File: config.mk
export PLATFORM = sky130hd
export DESIGN_NAME = rx_slicer_ber
export DESIGN_NICKNAME = d
export VERILOG_FILES = /design/src/rtl/rx_slicer_ber.sv
export SDC_FILE = /design/constraint.sdc
export NUM_CORES = 1
export LEC_CHECK = 0
export BUFFER_PORTS_ARGS = -buffer_cell sky130_fd_sc_hd__buf_2
export CAP_MARGIN = 10
export CELL_PAD_IN_SITES_DETAIL_PLACEMENT = 0
export CELL_PAD_IN_SITES_GLOBAL_PLACEMENT = 2
export CORE_MARGIN = 2
export CORE_UTILIZATION = 42
export CTS_BUF_LIST = sky130_fd_sc_hd__clkbuf_4 sky130_fd_sc_hd__clkbuf_8 sky130_fd_sc_hd__clkbuf_16
export DETAILED_ROUTE_END_ITERATION = 12
export PLACE_DENSITY = 0.92
export SLEW_MARGIN = 40
export SYNTH_ARGS = -nofsm -noshare
export SYNTH_HDL_FRONTEND = slang
export SYNTH_SLANG_ARGS = --single-unit
export TNS_END_PERCENT = 100
File: constraint.sdc
create_clock -name clk -period 16.19 [get_ports clk]
set_input_delay 0.8095 -clock clk [delete_from_list [all_inputs] [get_ports clk]]
set_output_delay 0.8095 -clock clk [all_outputs]
set_load 0.01 [all_outputs]
File: src/rtl/rx_slicer_ber.sv
// rx_slicer_ber: 16-QAM receive decimator, slicer and windowed symbol/|error| meter.
module rx_slicer_ber #(
  parameter int DLY_W = 4,
  parameter int CNT_W = 16,
  parameter int ACC_W = 32
) (
  input  logic                    clk,
  input  logic                    reset,
  input  logic                    sam_en,
  input  logic                    sym_en,
  input  logic [1:0]              phase_sel,
  input  logic signed [17:0]      in_phs_sig,
  input  logic signed [17:0]      quad_sig,
  input  logic [17:0]             ref_level,
  input  logic [3:0]              ref_sym,
  input  logic [DLY_W-1:0]        ref_delay,
  input  logic                    start,
  input  logic [CNT_W-1:0]        win_len,
  output logic [3:0]              sym_out,
  output logic                    sym_valid,
  output logic                    busy,
  output logic                    done,
  output logic [CNT_W-1:0]        err_count,
  output logic [ACC_W-1:0]        abs_err
);

  localparam int DEPTH = 1 << DLY_W;

  typedef enum logic [1:0] {
    S_IDLE = 2'd0,
    S_MEAS = 2'd1,
    S_DONE = 2'd2
  } state_t;

  // Per-axis decision against +/-2A; ties go to the upper region.
  function automatic logic [1:0] slice_ax(input logic signed [17:0] x,
                                          input logic [17:0] a);
    logic signed [19:0] xs;
    logic signed [19:0] thr;
    xs  = {{2{x[17]}}, x};
    thr = {1'b0, a, 1'b0};
    if (xs >= thr)
      slice_ax = 2'b10;
    else if (xs >= 20'sd0)
      slice_ax = 2'b11;
    else if (xs >= -thr)
      slice_ax = 2'b01;
    else
      slice_ax = 2'b00;
  endfunction

  // Ideal constellation level for a sliced axis code.
  function automatic logic signed [20:0] ideal_lvl(input logic [1:0] code,
                                                   input logic [17:0] a);
    logic signed [20:0] a1;
    logic signed [20:0] a3;
    a1 = {3'b000, a};
    a3 = a1 + (a1 <<< 1);
    case (code)
      2'b10:   ideal_lvl = a3;
      2'b11:   ideal_lvl = a1;
      2'b01:   ideal_lvl = -a1;
      default: ideal_lvl = -a3;
    endcase
  endfunction

  // |x - level|, clipped to the 19-bit error term range.
  function automatic logic [18:0] sat_abs19(input logic signed [17:0] x,
                                            input logic signed [20:0] lvl);
    logic signed [20:0] d;
    logic [20:0]        m;
    d = {{3{x[17]}}, x} - lvl;
    m = d[20] ? -d : d;
    sat_abs19 = (m > 21'h07FFFF) ? 19'h7FFFF : m[18:0];
  endfunction

  // Accumulator add that sticks at all-ones instead of wrapping.
  function automatic logic [ACC_W-1:0] sat_acc(input logic [ACC_W-1:0] acc,
                                               input logic [19:0] term);
    logic [ACC_W:0] s;
    s = {1'b0, acc} + (ACC_W+1)'(term);
    sat_acc = s[ACC_W] ? {ACC_W{1'b1}} : s[ACC_W-1:0];
  endfunction

  logic [1:0]         ph_q;
  logic [1:0]         ph_cur;
  logic               take;
  logic signed [17:0] i_p0;
  logic signed [17:0] q_p0;
  logic               vld_p0;
  logic [1:0]         si_p0;
  logic [1:0]         sq_p0;
  logic [19:0]        term_p0;
  logic [19:0]        term_p1;
  logic [3:0]         dly_mem [DEPTH];
  logic [DLY_W-1:0]   wr_ptr;
  logic [DLY_W-1:0]   rd_idx;
  logic [3:0]         ref_al;
  state_t             state_q;
  state_t             state_d;
  logic               clr;
  logic               acc_en;
  logic [CNT_W-1:0]   sym_cnt;
  logic [CNT_W-1:0]   win_q;

  // Phase of the sample currently presented: 0 on a symbol boundary, else last + 1.
  assign ph_cur = sym_en ? 2'd0 : ph_q + 2'd1;
  assign take   = sam_en && (ph_cur == phase_sel);

  // Sample-phase counter, advanced only by sample enables.
  always_ff @(posedge clk or negedge reset) begin
    if (!reset)
      ph_q <= 2'd0;
    else if (sam_en)
      ph_q <= ph_cur;
  end

  // Stage p0: decimation, hold the selected I/Q pair.
  always_ff @(posedge clk or negedge reset) begin
    if (!reset) begin
      vld_p0 <= 1'b0;
      i_p0   <= '0;
      q_p0   <= '0;
    end else begin
      vld_p0 <= take;
      if (take) begin
        i_p0 <= in_phs_sig;
        q_p0 <= quad_sig;
      end
    end
  end

  // Slice the captured pair and form the combined |error| term.
  always_comb begin
    si_p0   = slice_ax(i_p0, ref_level);
    sq_p0   = slice_ax(q_p0, ref_level);
    term_p0 = {1'b0, sat_abs19(i_p0, ideal_lvl(si_p0, ref_level))}
            + {1'b0, sat_abs19(q_p0, ideal_lvl(sq_p0, ref_level))};
  end

  // Stage p1: publish the sliced symbol, its strobe and error term.
  always_ff @(posedge clk or negedge reset) begin
    if (!reset) begin
      sym_valid <= 1'b0;
      sym_out   <= 4'd0;
      term_p1   <= 20'd0;
    end else begin
      sym_valid <= vld_p0;
      if (vld_p0) begin
        sym_out <= {si_p0, sq_p0};
        term_p1 <= term_p0;
      end
    end
  end

  // Reference delay line: one write per symbol enable, circular pointer.
  always_ff @(posedge clk or negedge reset) begin
    if (!reset) begin
      wr_ptr <= '0;
      for (int k = 0; k < DEPTH; k++)
        dly_mem[k] <= 4'd0;
    end else if (sym_en) begin
      dly_mem[wr_ptr] <= ref_sym;
      wr_ptr          <= wr_ptr + DLY_W'(1);
    end
  end

  // Same-cycle writes land at the clock edge, so the compare sees the older contents.
  assign rd_idx = wr_ptr - DLY_W'(1) - ref_delay;
  assign ref_al = dly_mem[rd_idx];

  // Measurement FSM state register.
  always_ff @(posedge clk or negedge reset) begin
    if (!reset)
      state_q <= S_IDLE;
    else
      state_q <= state_d;
  end

  // Next-state, window clear/accumulate controls and status outputs.
  always_comb begin
    state_d = state_q;
    clr     = 1'b0;
    acc_en  = 1'b0;
    busy    = 1'b0;
    done    = 1'b0;
    case (state_q)
      S_IDLE: begin
        if (start) begin
          state_d = S_MEAS;
          clr     = 1'b1;
        end
      end
      S_MEAS: begin
        busy = 1'b1;
        if (sym_cnt == win_q)
          state_d = S_DONE;
        else if (sym_valid)
          acc_en = 1'b1;
      end
      S_DONE: begin
        done = 1'b1;
        if (start) begin
          state_d = S_MEAS;
          clr     = 1'b1;
        end
      end
      default: state_d = S_IDLE;
    endcase
  end

  // Window counters: cleared on an accepted start, frozen outside MEASURE.
  always_ff @(posedge clk or negedge reset) begin
    if (!reset) begin
      sym_cnt   <= '0;
      win_q     <= '0;
      err_count <= '0;
      abs_err   <= '0;
    end else if (clr) begin
      sym_cnt   <= '0;
      win_q     <= win_len;
      err_count <= '0;
      abs_err   <= '0;
    end else if (acc_en) begin
      sym_cnt   <= sym_cnt + CNT_W'(1);
      err_count <= err_count + CNT_W'(sym_out != ref_al);
      abs_err   <= sat_acc(abs_err, term_p1);
    end
  end

endmodule

### Yosys cells after proc, flatten, opt, wreduce, memory -nomap -nowiden

Cells that the tools add are included.

* register bits: 214
* latch bits: 0
* memory bits (writable): 0
* ROM bits: 0
* input port bits: 85
* output and inout port bits: 55
* memories kept: 0

* add/subtract/negate cells: 16
* multipliers: 0
* div/mod/pow operators: 0
* $lt $le $gt $ge: 11
* equal/unequal tests: 13
* shift-type cells: 0
* mux-type cells: 36
* bitwise operators: 2
* reduce and logical (&&, ||, !) cells: 6

Operator list (number)
* $pmux 21 s3: 2
* $mux 32: 3
* $ge 18x20->1: 4
* $bwmux 64: 1
* $mux 16: 4
* $gt 21x19->1 const B: 2
* $mux 21: 2
* $neg 21->21: 2
* $sub 21x21->21: 2
* $mux 19: 2
* $ge 18x1->1 const B: 2
* $add 32x20->33: 1
* $neg 18->21: 1
* $neg 20->21: 1
* $add 18x19->20: 1
* $add 19x19->20: 1
* $neg 19->20: 1
* $add 16x1->16: 1
* $add 16x1->16 const B: 1
* $bmux 4 s4: 1
* $demux 4 s4: 1
* $eq 16x16->1: 1
* $mux 2: 7
* $mux 4: 3
* other kinds (20): 37

### Logic depth before layout (Yosys ltp)

* word-level depth: 13
* depth in mapped cells: 46

### Worst setup path before layout

OpenSTA, ideal clock, no wires.

* kind: input-to-reg
* start point: input port ref_level[1]
* end point: register term_p1[16]
* arrival time: 9.667 ns
* slack: 6.428 ns
* cell stages on the path: 44
* path buffers: 3
* path through: inv_1 ha_1 buf_2 and4_1 nand2_1 xnor2_1 inv_1 ha_1 and4_1 o2111ai_1 nand2_1 a21boi_0 a41o_1 o21bai_1 and3_1 clkbuf_1 clkbuf_1 a211oi_1 (+8 left out) nand3b_1 or4_1 or4b_4 a21oi_4 o21ai_0 ha_1 fa_1 a21o_1 a21oi_1 o21bai_1 a21o_1 a21oi_1 o21ai_0 nand4_1 a31oi_1 o21a_1 o21a_1 o31ai_1

* cells in the longest elaborated chain, start to end: 13
* elaborated cells between the ends (all ways): 33

RTL lines
* start, declared: RTL line 14 `input logic [17:0] ref_level,`
* $neg 19->20: RTL line 46 `else if (xs >= -thr)`
* $ge 18x20->1: RTL line 46
* $mux 1: RTL line 46
* $mux 2: RTL line 44 `else if (xs >= 20'sd0)`
* $mux 2: RTL line 42 `if (xs >= thr)`
* $eq 2x1->1 or $eq 2x2->1 (tied branches): RTL line 59 `case (code)`
* $pmux 21 s3: RTL line 59
* $sub 21x21->21: RTL line 72 `d = {{3{x[17]}}, x} - lvl;`
* $neg 21->21: RTL line 73 `m = d[20] ? -d : d;`
* $mux 21: RTL line 73
* $gt 21x19->1: RTL line 74 `sat_abs19 = (m > 21'h07FFFF) ? 19'h7FFFF : m[18:0];`
* $mux 19: RTL line 74
* $add 19x19->20 (*): RTL line 138 `+ {1'b0, sat_abs19(q_p0, ideal_lvl(sq_p0, ref_level))};`
* end signal, assigned: RTL line 151 `term_p1 <= term_p0;`
* end, declared: RTL line 94 `logic [19:0] term_p1;`

Every way passes the cells marked *; elsewhere a longest branch is shown, timed or not.
A chain may end at the register's enable or synchronous reset.

### Worst setup path after layout

* start point: input port ref_level[1]
* end point: register term_p1[17]

Same word-level chain as after synthesis.

==> results.md <==
- Critical path type: primary input to register
- Most used DFF post-synth: dfrtp_1
- DR vias: 16801
- Met3 Resource Use GR: 2.79%
- Setup slack, reg-to-reg: 5840 ps
- Syn avg cell area: 8.80 µm²
- CP required: 16620 ps
- Terminus of the critical flop-to-flop path: term_p1[17]$_DFFE_PN0P_
- Worst setup endpoint: term_p1[17]$_DFFE_PN0P_
- Drt drc: 0
- Maxcap violations: 0
- M2 GR Usage: 41.7%
- Final worst-path cycle share: 69.8%
- Distinct cell type count after synthesis: 99
- Max Freq: 88.5 MHz
- TritonCTS clock tree: built
- Met1 usage: 33.7%
- WP data arrival: 11730 ps
- IO buf count: 139
- Core area: 0.0442 mm²
- Hold Path Class: primary input to asynchronous set/reset pin
- Max_slew headroom: 41.6%
- Share of layout cells above drive strength 1: 16.3%
- Global route overflow: 0
- Clk root buf: clkbuf_16
- Die area: 0.0466 mm²
- Die Width: 216 µm
- Status: completed
- Worst-Margin Slew: 868 ps
- CP Launch Type: primary input
- Leak pwr: 0.00975 µW
- Routed Antenna Nets: 0
- Clk_lat worst skew: 550 ps
- WL/cell: 20.6 µm
- Synth Net Count: 2422
- Async SR Flop Fraction: 100%
- Drt first pass iters: 5
- Clock sink count: 214
- Highest cell delay on the worst timing path: 540 ps
- CP max FO: 23
- FF-to-FF Start: i_p0[17]$_DFFE_PN0P_
- I/O pins: 140
- Number of global-route vias before repair: 16550
- Gate Count Post-Synth: 2143
- Tmin final: 11300 ps
- Crit. Startpoint: ref_level[1]
- Hold_buf cts: 0
- Seq cells post-synth: 214
- Reg2reg path depth: 37
- Worst Path Buf+Inv: 3
- Final hold vios: 0
- Global-route wire length before repair: 93000 µm
- Max Buffers Root-to-Sink: 3
- YS warnings: 0
- Initial antenna violation count: 0
- Final setup fails: 0
- # resized after CTS: 0
- Hold_ws: 78.6 ps
- Nets: 2531
- Crit-path most repeated cell: o21bai_1
- Slowest cell on crit path: inv_1
- Diode count: 0
- Largest net degree at the start of global routing: 79
- Die Height: 216 µm
- Core Rows: 77
- Delay-heaviest family, CP: compound AO/OA/AOI/OAI gates
- GRT Max-Usage Layer: met2
- Vias per cell: 5.87
- Placer Congestion: 0.964
- Synth Cell Area: 0.0189 mm²
- Endpoint class of the critical path: register
- Number of synthesized flops with an enable pin: 0
- Crit. path cell count: 41
- Fin. max-slew vios: 0
- H-Tree Depth: 1
- RSZ-0062 raised after global routing: false
- Peak supply drop: 150 µV
- Sequential cell area fraction in the yosys report: 28.4%
- Worst Skew: 13.0 ps
- Detailed Place HPWL: 46000 µm
- Power per cell area: 246 mW/mm²
- Area grow syn2layout: 11.9%
- Setup Fix Bufs, Post-CTS: 0
- Total wire length: 58900 µm
- DRT iter0 DRCs: 1400
- Setup TNS: 0 ps
- Clk pin slew, worst setup/hold paths: 60 ps
- Initial Util: 42.6%
- GR Util All Layers: 24.9%
- Total CTS buffers: 25
[per-layer routing]
layer | part of all wire [%] | vias to the layer above
met5 | 0 | -
met4 | 3.3 | 0
met3 | 5.0 | 90
met2 | 47 | 493
met1 | 45 | 8118
li1 | - | 8100
[power breakdown]
part           total (µW)  internal, µW  switching (µW)  leakage, µW
logic                3630          1590            2040      0.00665
clock network         590           347             243     0.000425
registers             958           740             218      0.00268
total                5180          2670            2510      0.00975
[kinds of logic after synthesis]
| group | Yosys count | synth area share, % |
|---|---|---|
| muxes | 119 | 8.03 |
| adders and majority gates | 195 | 13.2 |
| and+or+nand+nor | 716 | 18.7 |
| xor gates and xnor gates | 169 | 8.11 |
| buffers and inverters | 162 | 3.50 |
| AOI/OAI and AO/OA | 568 | 20.1 |
| DFF | 214 | 28.4 |
[final cells by class]
cell class              count  area (µm²)
fillers                  4265       23100
multi-input cells        1767       12900
flip-flops and latches    214        5360
repair buffers            162         950
well taps                 592         741
clock buffers              33         723
inverters                  82         308
clock inverters            13         131
[registers in the layout, summed over array words and instances, names as in the netlist]
register   cells
err_count     16
sym_out        4
state_q        2
abs_err       32
term_p1       20
ph_q           2
q_p0          18
sym_valid      1
dly_mem       64
i_p0          18
win_q         16
sym_cnt       16
vld_p0         1
wr_ptr         4
[cells in the mapped netlist, drive strengths merged, types with 41 or more instances]
library cell / number / area (µm²)
xnor2: 92 / 813
xor2: 74 / 648
o21ai: 119 / 599
nand2: 254 / 953
mux2: 88 / 991
nor3: 57 / 290
and3: 47 / 304
nor2: 124 / 465
dfrtp: 214 / 5360
ha: 188 / 2350
a21o: 53 / 400
clkbuf: 69 / 279
nand3: 41 / 205
a21oi: 128 / 659
inv: 79 / 297
[per-stage QoR]
stage	cells	instance area (µm²)	total power [µW]	worst slack [ps]	util [%]
floorplan	2143	18900	3710	6430	-
global placement	2813	20100	4500	4300	45.5
detailed placement	2817	20200	4560	4120	45.7
CTS	2863	21100	5190	4670	47.7
global route	2863	21100	5670	3860	47.7
finish	2863	21100	5180	4890	47.7
[worst min path at each step]
stage | start | to | slack [ps]
final | reset | abs_err[28]$_DFFE_PN0P_ | 80
after detailed placement | dly_mem[14]$_DFFE_PN0P_ | dly_mem[14]$_DFFE_PN0P_ | 490
after global routing | reset | abs_err[28]$_DFFE_PN0P_ | 70
after CTS | reset | abs_err[28]$_DFFE_PN0P_ | 60
after floorplan | vld_p0$_DFF_PN0_ | sym_valid$_DFF_PN0_ | 390
after global placement | dly_mem[41]$_DFFE_PN0P_ | dly_mem[41]$_DFFE_PN0P_ | 480
[placed cells by master, fill, tap and decap left out, types with 17 or more instances in the layout]
| cell | count |
|---|---|
| nor3_1 | 56 |
| clkbuf_16 | 25 |
| nand3_1 | 41 |
| mux2_2 | 88 |
| buf_2 | 138 |
| a211oi_1 | 18 |
| a21oi_1 | 125 |
| nand2b_1 | 22 |
| and3_1 | 37 |
| inv_1 | 79 |
| or3_1 | 24 |
| a21o_1 | 51 |
| dfrtp_1 | 213 |
| o22ai_1 | 23 |
| a31oi_1 | 37 |
| o211ai_1 | 33 |
| o21ai_0 | 112 |
| nand4_1 | 33 |
| mux4_2 | 17 |
| ha_1 | 187 |
| nand2_1 | 254 |
| xnor2_1 | 91 |
| xor2_1 | 73 |
| nor2_1 | 122 |
| nor2b_1 | 27 |
| o21a_1 | 23 |
| buf_4 | 18 |
[worst register-to-register path, delay by kind of cell, from the launching register on]
family                   cells  cell delay (ps)
buffers and inverters        4             1040
multiplexers                 2              430
flip-flops                   1              360
AND/OR/NAND/NOR              8             2650
AO/OA/AOI/OAI               20             4930
adder cells (fa/ha/maj)      2              680
XOR/XNOR                     1              110
(Power assumes the default switching activity.)
